`config.mk`:
```
export PLATFORM = sky130hd
export DESIGN_NAME = mc_control_fsm
export DESIGN_NICKNAME = d
export VERILOG_FILES = /design/src/rtl/mc_control_fsm_pkg.sv /design/src/rtl/mc_control_fsm_op_class.sv /design/src/rtl/mc_control_fsm.sv
export SDC_FILE = /design/constraint.sdc
export NUM_CORES = 1
export LEC_CHECK = 0
export ABC_CLOCK_PERIOD_IN_PS = 1600
export BUFFER_PORTS_ARGS = -buffer_cell sky130_fd_sc_hd__buf_2
export CORE_MARGIN = 2
export CORE_UTILIZATION = 43
export DETAILED_ROUTE_END_ITERATION = 16
export PLACE_DENSITY = 0.77
export SETUP_SLACK_MARGIN = 0.4
export SLEW_MARGIN = 20
export SYNTH_ARGS = -nofsm -noshare
export SYNTH_HDL_FRONTEND = slang
export SYNTH_SLANG_ARGS = --single-unit
```
`constraint.sdc`:
```
create_clock -name clk -period 1.6 [get_ports clk]
set_input_delay 0.08 -clock clk [delete_from_list [all_inputs] [get_ports clk]]
set_output_delay 0.08 -clock clk [all_outputs]
set_load 0.01 [all_outputs]
```
`src/rtl/mc_control_fsm_pkg.sv`:
```
// Shared encodings for the multi-cycle control sequencer: opcodes, state codes,
// datapath select codes and the one-hot opcode class.
package mc_control_fsm_pkg;

  localparam int OP_W          = 6;
  localparam int ALU_OP_LENGTH = 2;

  localparam logic [5:0] OP_R_TYPE = 6'b000000;
  localparam logic [5:0] OP_ORI    = 6'b001101;
  localparam logic [5:0] OP_LW     = 6'b100011;
  localparam logic [5:0] OP_SW     = 6'b101011;
  localparam logic [5:0] OP_BEQ    = 6'b000100;
  localparam logic [5:0] OP_JAL    = 6'b000011;

  typedef enum logic [3:0] {
    ST_IDLE   = 4'd0,
    ST_FETCH  = 4'd1,
    ST_DECODE = 4'd2,
    ST_EXEC_R = 4'd3,
    ST_WB_R   = 4'd4,
    ST_EXEC_I = 4'd5,
    ST_WB_I   = 4'd6,
    ST_ADDR   = 4'd7,
    ST_MEM_RD = 4'd8,
    ST_WB_MEM = 4'd9,
    ST_MEM_WR = 4'd10,
    ST_BRANCH = 4'd11,
    ST_JUMP   = 4'd12,
    ST_TRAP   = 4'd13
  } state_t;

  localparam logic [1:0] PC_SRC_ALU    = 2'b00;
  localparam logic [1:0] PC_SRC_ALUOUT = 2'b01;
  localparam logic [1:0] PC_SRC_JUMP   = 2'b10;

  localparam logic [1:0] ALU_B_RT      = 2'b00;
  localparam logic [1:0] ALU_B_FOUR    = 2'b01;
  localparam logic [1:0] ALU_B_IMM     = 2'b10;
  localparam logic [1:0] ALU_B_IMM_SH2 = 2'b11;

  localparam logic [1:0] M2R_ALUOUT = 2'b00;
  localparam logic [1:0] M2R_MDR    = 2'b01;
  localparam logic [1:0] M2R_PC     = 2'b10;

  localparam logic [1:0] REG_DST_RT = 2'b00;
  localparam logic [1:0] REG_DST_RD = 2'b01;
  localparam logic [1:0] REG_DST_RA = 2'b10;

  localparam logic [1:0] ALU_OP_ADD   = 2'b00;
  localparam logic [1:0] ALU_OP_SUB   = 2'b01;
  localparam logic [1:0] ALU_OP_OR    = 2'b10;
  localparam logic [1:0] ALU_OP_FUNCT = 2'b11;

  typedef struct packed {
    logic r;
    logic ori;
    logic lw;
    logic sw;
    logic beq;
    logic jal;
    logic bad;
  } op_class_t;

endpackage

```
`src/rtl/mc_control_fsm_op_class.sv`:
```
// Opcode classifier: maps the instruction opcode onto a one-hot class vector.
module mc_op_class
  import mc_control_fsm_pkg::*;
#(
  parameter int OP_W = 6
) (
  input  logic [OP_W-1:0] op,
  output op_class_t       o_class
);

  always_comb begin
    o_class     = '0;
    o_class.r   = (op == OP_W'(OP_R_TYPE));
    o_class.ori = (op == OP_W'(OP_ORI));
    o_class.lw  = (op == OP_W'(OP_LW));
    o_class.sw  = (op == OP_W'(OP_SW));
    o_class.beq = (op == OP_W'(OP_BEQ));
    o_class.jal = (op == OP_W'(OP_JAL));
    o_class.bad = ~(o_class.r | o_class.ori | o_class.lw | o_class.sw | o_class.beq | o_class.jal);
  end

endmodule

```
`src/rtl/mc_control_fsm.sv`:
```
// Multi-cycle control sequencer for the MIPS-lite datapath; one state register
// plus combinational next-state and control decode over a shared memory port.
module mc_control_fsm
  import mc_control_fsm_pkg::*;
#(
  parameter int OP_W    = 6,
  parameter int ALUOP_W = ALU_OP_LENGTH
) (
  input  logic               clk,
  input  logic               rst,
  input  logic [OP_W-1:0]    op,
  input  logic               zero,
  input  logic               mem_ack,
  output logic               mem_req,
  output logic               mem_we,
  output logic               i_or_d,
  output logic               ir_write,
  output logic               pc_write,
  output logic               pc_write_cond,
  output logic [1:0]         pc_src,
  output logic               alu_src_a,
  output logic [1:0]         alu_src_b,
  output logic [ALUOP_W-1:0] alu_op,
  output logic               extend_op,
  output logic               reg_write,
  output logic [1:0]         reg_dst,
  output logic [1:0]         mem_to_reg,
  output logic               illegal
);

  state_t    r_state;
  state_t    w_state_next;
  op_class_t w_class;

  mc_op_class #(.OP_W(OP_W)) u_op_class (
    .op      (op),
    .o_class (w_class)
  );

  always_ff @(posedge clk or posedge rst) begin
    if (rst) r_state <= ST_IDLE;
    else     r_state <= w_state_next;
  end

  // zero is consumed by the datapath through pc_write_cond, not by the sequencer.
  logic w_unused_zero;
  assign w_unused_zero = zero;

  always_comb begin
    w_state_next  = ST_IDLE;
    mem_req       = 1'b0;
    mem_we        = 1'b0;
    i_or_d        = 1'b0;
    ir_write      = 1'b0;
    pc_write      = 1'b0;
    pc_write_cond = 1'b0;
    pc_src        = PC_SRC_ALU;
    alu_src_a     = 1'b0;
    alu_src_b     = ALU_B_RT;
    alu_op        = ALUOP_W'(ALU_OP_ADD);
    extend_op     = 1'b0;
    reg_write     = 1'b0;
    reg_dst       = REG_DST_RT;
    mem_to_reg    = M2R_ALUOUT;
    illegal       = 1'b0;
    unique case (r_state)
      ST_IDLE: w_state_next = ST_FETCH;
      ST_FETCH: begin
        mem_req      = 1'b1;
        alu_src_b    = ALU_B_FOUR;
        // IR and PC+4 are committed only in the cycle the fetch completes.
        ir_write     = mem_ack;
        pc_write     = mem_ack;
        w_state_next = mem_ack ? ST_DECODE : ST_FETCH;
      end
      ST_DECODE: begin
        alu_src_b = ALU_B_IMM_SH2;
        extend_op = 1'b1;
        if      (w_class.r)                w_state_next = ST_EXEC_R;
        else if (w_class.ori)              w_state_next = ST_EXEC_I;
        else if (w_class.lw || w_class.sw) w_state_next = ST_ADDR;
        else if (w_class.beq)              w_state_next = ST_BRANCH;
        else if (w_class.jal)              w_state_next = ST_JUMP;
        else                               w_state_next = ST_TRAP;
      end
      ST_EXEC_R: begin
        alu_src_a    = 1'b1;
        alu_op       = ALUOP_W'(ALU_OP_FUNCT);
        w_state_next = ST_WB_R;
      end
      ST_WB_R: begin
        reg_write    = 1'b1;
        reg_dst      = REG_DST_RD;
        w_state_next = ST_FETCH;
      end
      ST_EXEC_I: begin
        alu_src_a    = 1'b1;
        alu_src_b    = ALU_B_IMM;
        alu_op       = ALUOP_W'(ALU_OP_OR);
        w_state_next = ST_WB_I;
      end
      ST_WB_I: begin
        reg_write    = 1'b1;
        w_state_next = ST_FETCH;
      end
      ST_ADDR: begin
        alu_src_a = 1'b1;
        alu_src_b = ALU_B_IMM;
        extend_op = 1'b1;
        // IR is stable here; anything but LW/SW would mean a corrupted decode.
        if      (w_class.lw) w_state_next = ST_MEM_RD;
        else if (w_class.sw) w_state_next = ST_MEM_WR;
        else                 w_state_next = ST_TRAP;
      end
      ST_MEM_RD: begin
        mem_req      = 1'b1;
        i_or_d       = 1'b1;
        w_state_next = mem_ack ? ST_WB_MEM : ST_MEM_RD;
      end
      ST_WB_MEM: begin
        reg_write    = 1'b1;
        mem_to_reg   = M2R_MDR;
        w_state_next = ST_FETCH;
      end
      ST_MEM_WR: begin
        mem_req      = 1'b1;
        mem_we       = 1'b1;
        i_or_d       = 1'b1;
        w_state_next = mem_ack ? ST_FETCH : ST_MEM_WR;
      end
      ST_BRANCH: begin
        alu_src_a     = 1'b1;
        alu_op        = ALUOP_W'(ALU_OP_SUB);
        pc_write_cond = 1'b1;
        pc_src        = PC_SRC_ALUOUT;
        w_state_next  = ST_FETCH;
      end
      ST_JUMP: begin
        pc_write     = 1'b1;
        pc_src       = PC_SRC_JUMP;
        reg_write    = 1'b1;
        reg_dst      = REG_DST_RA;
        mem_to_reg   = M2R_PC;
        w_state_next = ST_FETCH;
      end
      ST_TRAP: begin
        illegal      = 1'b1;
        w_state_next = ST_TRAP;
      end
      default: w_state_next = ST_IDLE;
    endcase
  end

endmodule

```
==> metrics.yaml <==
status: "finished, final reports clean"
dr.first_iter.drc_count: 25
top_layer: "met4"
post-route-util: 0.865
totalWireLength_mm: 2.37
ys_seq_elements: 4
hold_viol: 0
start_util: 0.455
syn_nets: 97
drv_cap: 0
synthMostInstantiatedCell: "nor2_1"
wl_met1_mm: 1.00
cp-end-kind: "output pin"
overflow: 0
firstDrtPassIters: 4
r2r_start: "r_state[2]$_DFF_PP0_"
rows: 13
tightest_slew_ps: 489
ys_seq_area_frac: 0.174
cts.sinks: 4
via_per_inst: 5.77
setup_viol: 0
io_pins: 30
p_leak_nw: 0.511
nets: 148
worstPathMaxFanout: 6
period_minus_slack_ps: 1440
ff2ff_setup_slack_ps: 250
core-area_um2: 1270
ir_drop_v: 0.00142
clockBufferDepth: 2
setup_ws_ps: 159
grt_pass1_vias: 658
reg2reg_to: "r_state[2]$_DFF_PP0_"
syn_inst: 87
synth_warnings: 0
crit_path_cell_trace: "buf_8, nor2_4, nand2_1, nor2_1, buf_2"
die-area_um2: 1650
hold_ws_ps: 169
die_h_um: 40.6
cp.arrival_ps: 1360
worst_path_max_delay_cell: "dfrtp_2"
ff2ff_path_depth: 5
dp_slack_ps: 251
avgSynthCellArea_um2: 6.63
antenna_found_initial: 0
path_class: "reg -> out"
clock_latency_ps: 250
syn_to_final_growth_pct: 90.2
met2_length_mm: 1.18
rsz0062_at_grt: "true"
routed-wl-met3_um: 139
grtUsageTotal: 0.266
cts-buffers-inserted: 3
reg.largest.list: "r_state: 4 flops"
clock_skew_ps: 6.22
grt_pass1_wl_mm: 2.92
yosys.area.top_type: "dfrtp_1"
fin_crit_sh: 0.901
p_total_mw: 2.15
drive_gt1_frac: 0.618
synthArstFlopShare: 1.00
cp_data_required_time_ps: 1520
cts-root-buf: "clkbuf_4"
antenna_left: 0
fp.dieW_um: 40.6
yosys.area.top_type_share: 0.174
clk_pin_slew_ps: 40
grt_max_degree: 10
synthTopCellsByArea: "dfrtp_1 17%, nor2_1 12%, nor3_1 6.1%, nand2b_1 5.4%, a21oi_1 5.2%"
n_antenna_cell: 0
wl_per_cell_um: 15.7
synthFlopType: "dfrtp_1"
min_to: "r_state[0]$_DFF_PP0_"
cts_max_level: 1
synth.distinct_cells: 31
hold_class: "in -> reg"
via_count: 871
cp_slowest_stage_delay_ps: 450
largest_register: "r_state"
synth_edf_count: 0
cts_tree: "done"
max_freq_ghz: 0.694
cp-start-kind: "flop"
largest_reg_flops: 4
drv_slew: 0
drc_errors: 0
place.gp.congestion: 0.794
tns_ps: 0
dp_hpwl_mm: 1.11
hold_depth: 3
io_buffers: 28
min_from: "op[2]"
netlist_area_um2: 577
p_per_area_nw_per_um2: 1960
fill_cells: 65
synth_commonest_cells: "18 x nor2_1, 7 x nor3_1, 6 x a21oi_1, 6 x nand2_1"
slew_headroom: 0.671
## worst max-delay path by stage
stage                     slack [ps]                    to                  from  cells after the start
after floorplan                  400  r_state[0]$_DFF_PP0_  r_state[2]$_DFF_PP0_                      5
after global placement           260  r_state[1]$_DFF_PP0_  r_state[2]$_DFF_PP0_                      5
after detailed placement         250  r_state[1]$_DFF_PP0_  r_state[2]$_DFF_PP0_                      5
after CTS                        230             extend_op  r_state[1]$_DFF_PP0_                      5
after global routing             120             reg_write  r_state[3]$_DFF_PP0_                      6
final                            160              ir_write  r_state[3]$_DFF_PP0_                      5
## where the power goes
group | switching (mW) | total, mW | internal (mW) | leakage [nW]
Combinational | 0.859 | 1.75 | 0.891 | 0.453
Sequential | 0.112 | 0.267 | 0.155 | 0.0449
Clock | 0.0487 | 0.133 | 0.0844 | 0.0138
## routing by layer
layer	track usage	up-vias
li1	-	403
met1	0.333	418
met2	0.437	42
met3	0.0707	8
met4	0.0917	0
met5	0	-
## through the flow
stage	std cells	cell area [um2]
after detailed placement	127	733
after floorplan	87	588
after CTS	148	997
after global placement	127	733
after global routing	151	1100
final	151	1100
## final cells by class
class | count | area [um2] | area share
inverter | 2 | 12.5 | 0.0114
multi-input combinational | 73 | 534 | 0.487
sequential | 4 | 105 | 0.0958
tap | 15 | 18.8 | 0.0171
clock buffer | 3 | 22.5 | 0.0205
timing repair buffer | 54 | 404 | 0.368
## cells in the final DEF (no fill, tap or decap), drive strengths merged
master / instances
nor2b: 1
and4: 1
nand2: 7
dlygate4sd3: 1
xnor2: 2
o311ai: 1
o32a: 1
a21oi: 6
nand2b: 6
o22ai: 1
a211o: 3
buf: 53
or3: 1
a31oi: 1
inv: 2
nand3b: 1
nand3: 4
nor4: 1
o21ai: 4
or2: 3
nor4b: 1
a21boi: 1
o41ai: 1
dfrtp: 4
nor3: 8
nor2: 18
clkbuf: 3
## worst max-delay path, delay by kind of cell (launching register included)
family / cells / cell delay, ps
AND/OR/NAND/NOR: 3 / 330
buffers and inverters: 2 / 330
flip-flops: 1 / 450
## logic make-up after synthesis
family | share of synthesized area
compound gates | 0.215
simple gates | 0.479
flops | 0.174
xor+xnor | 0.0304
buf+inv | 0.102
## repair_timing
item	in CTS	in global routing
setup buffers	16	3
cloned	1	0
endpoints found under the hold margin	4	0
pin swaps	11	13
endpoints found under the setup margin	23	24
resized for setup	31	18
hold buffers	1	0
Note: power is estimated with default switching activity, not from simulation.
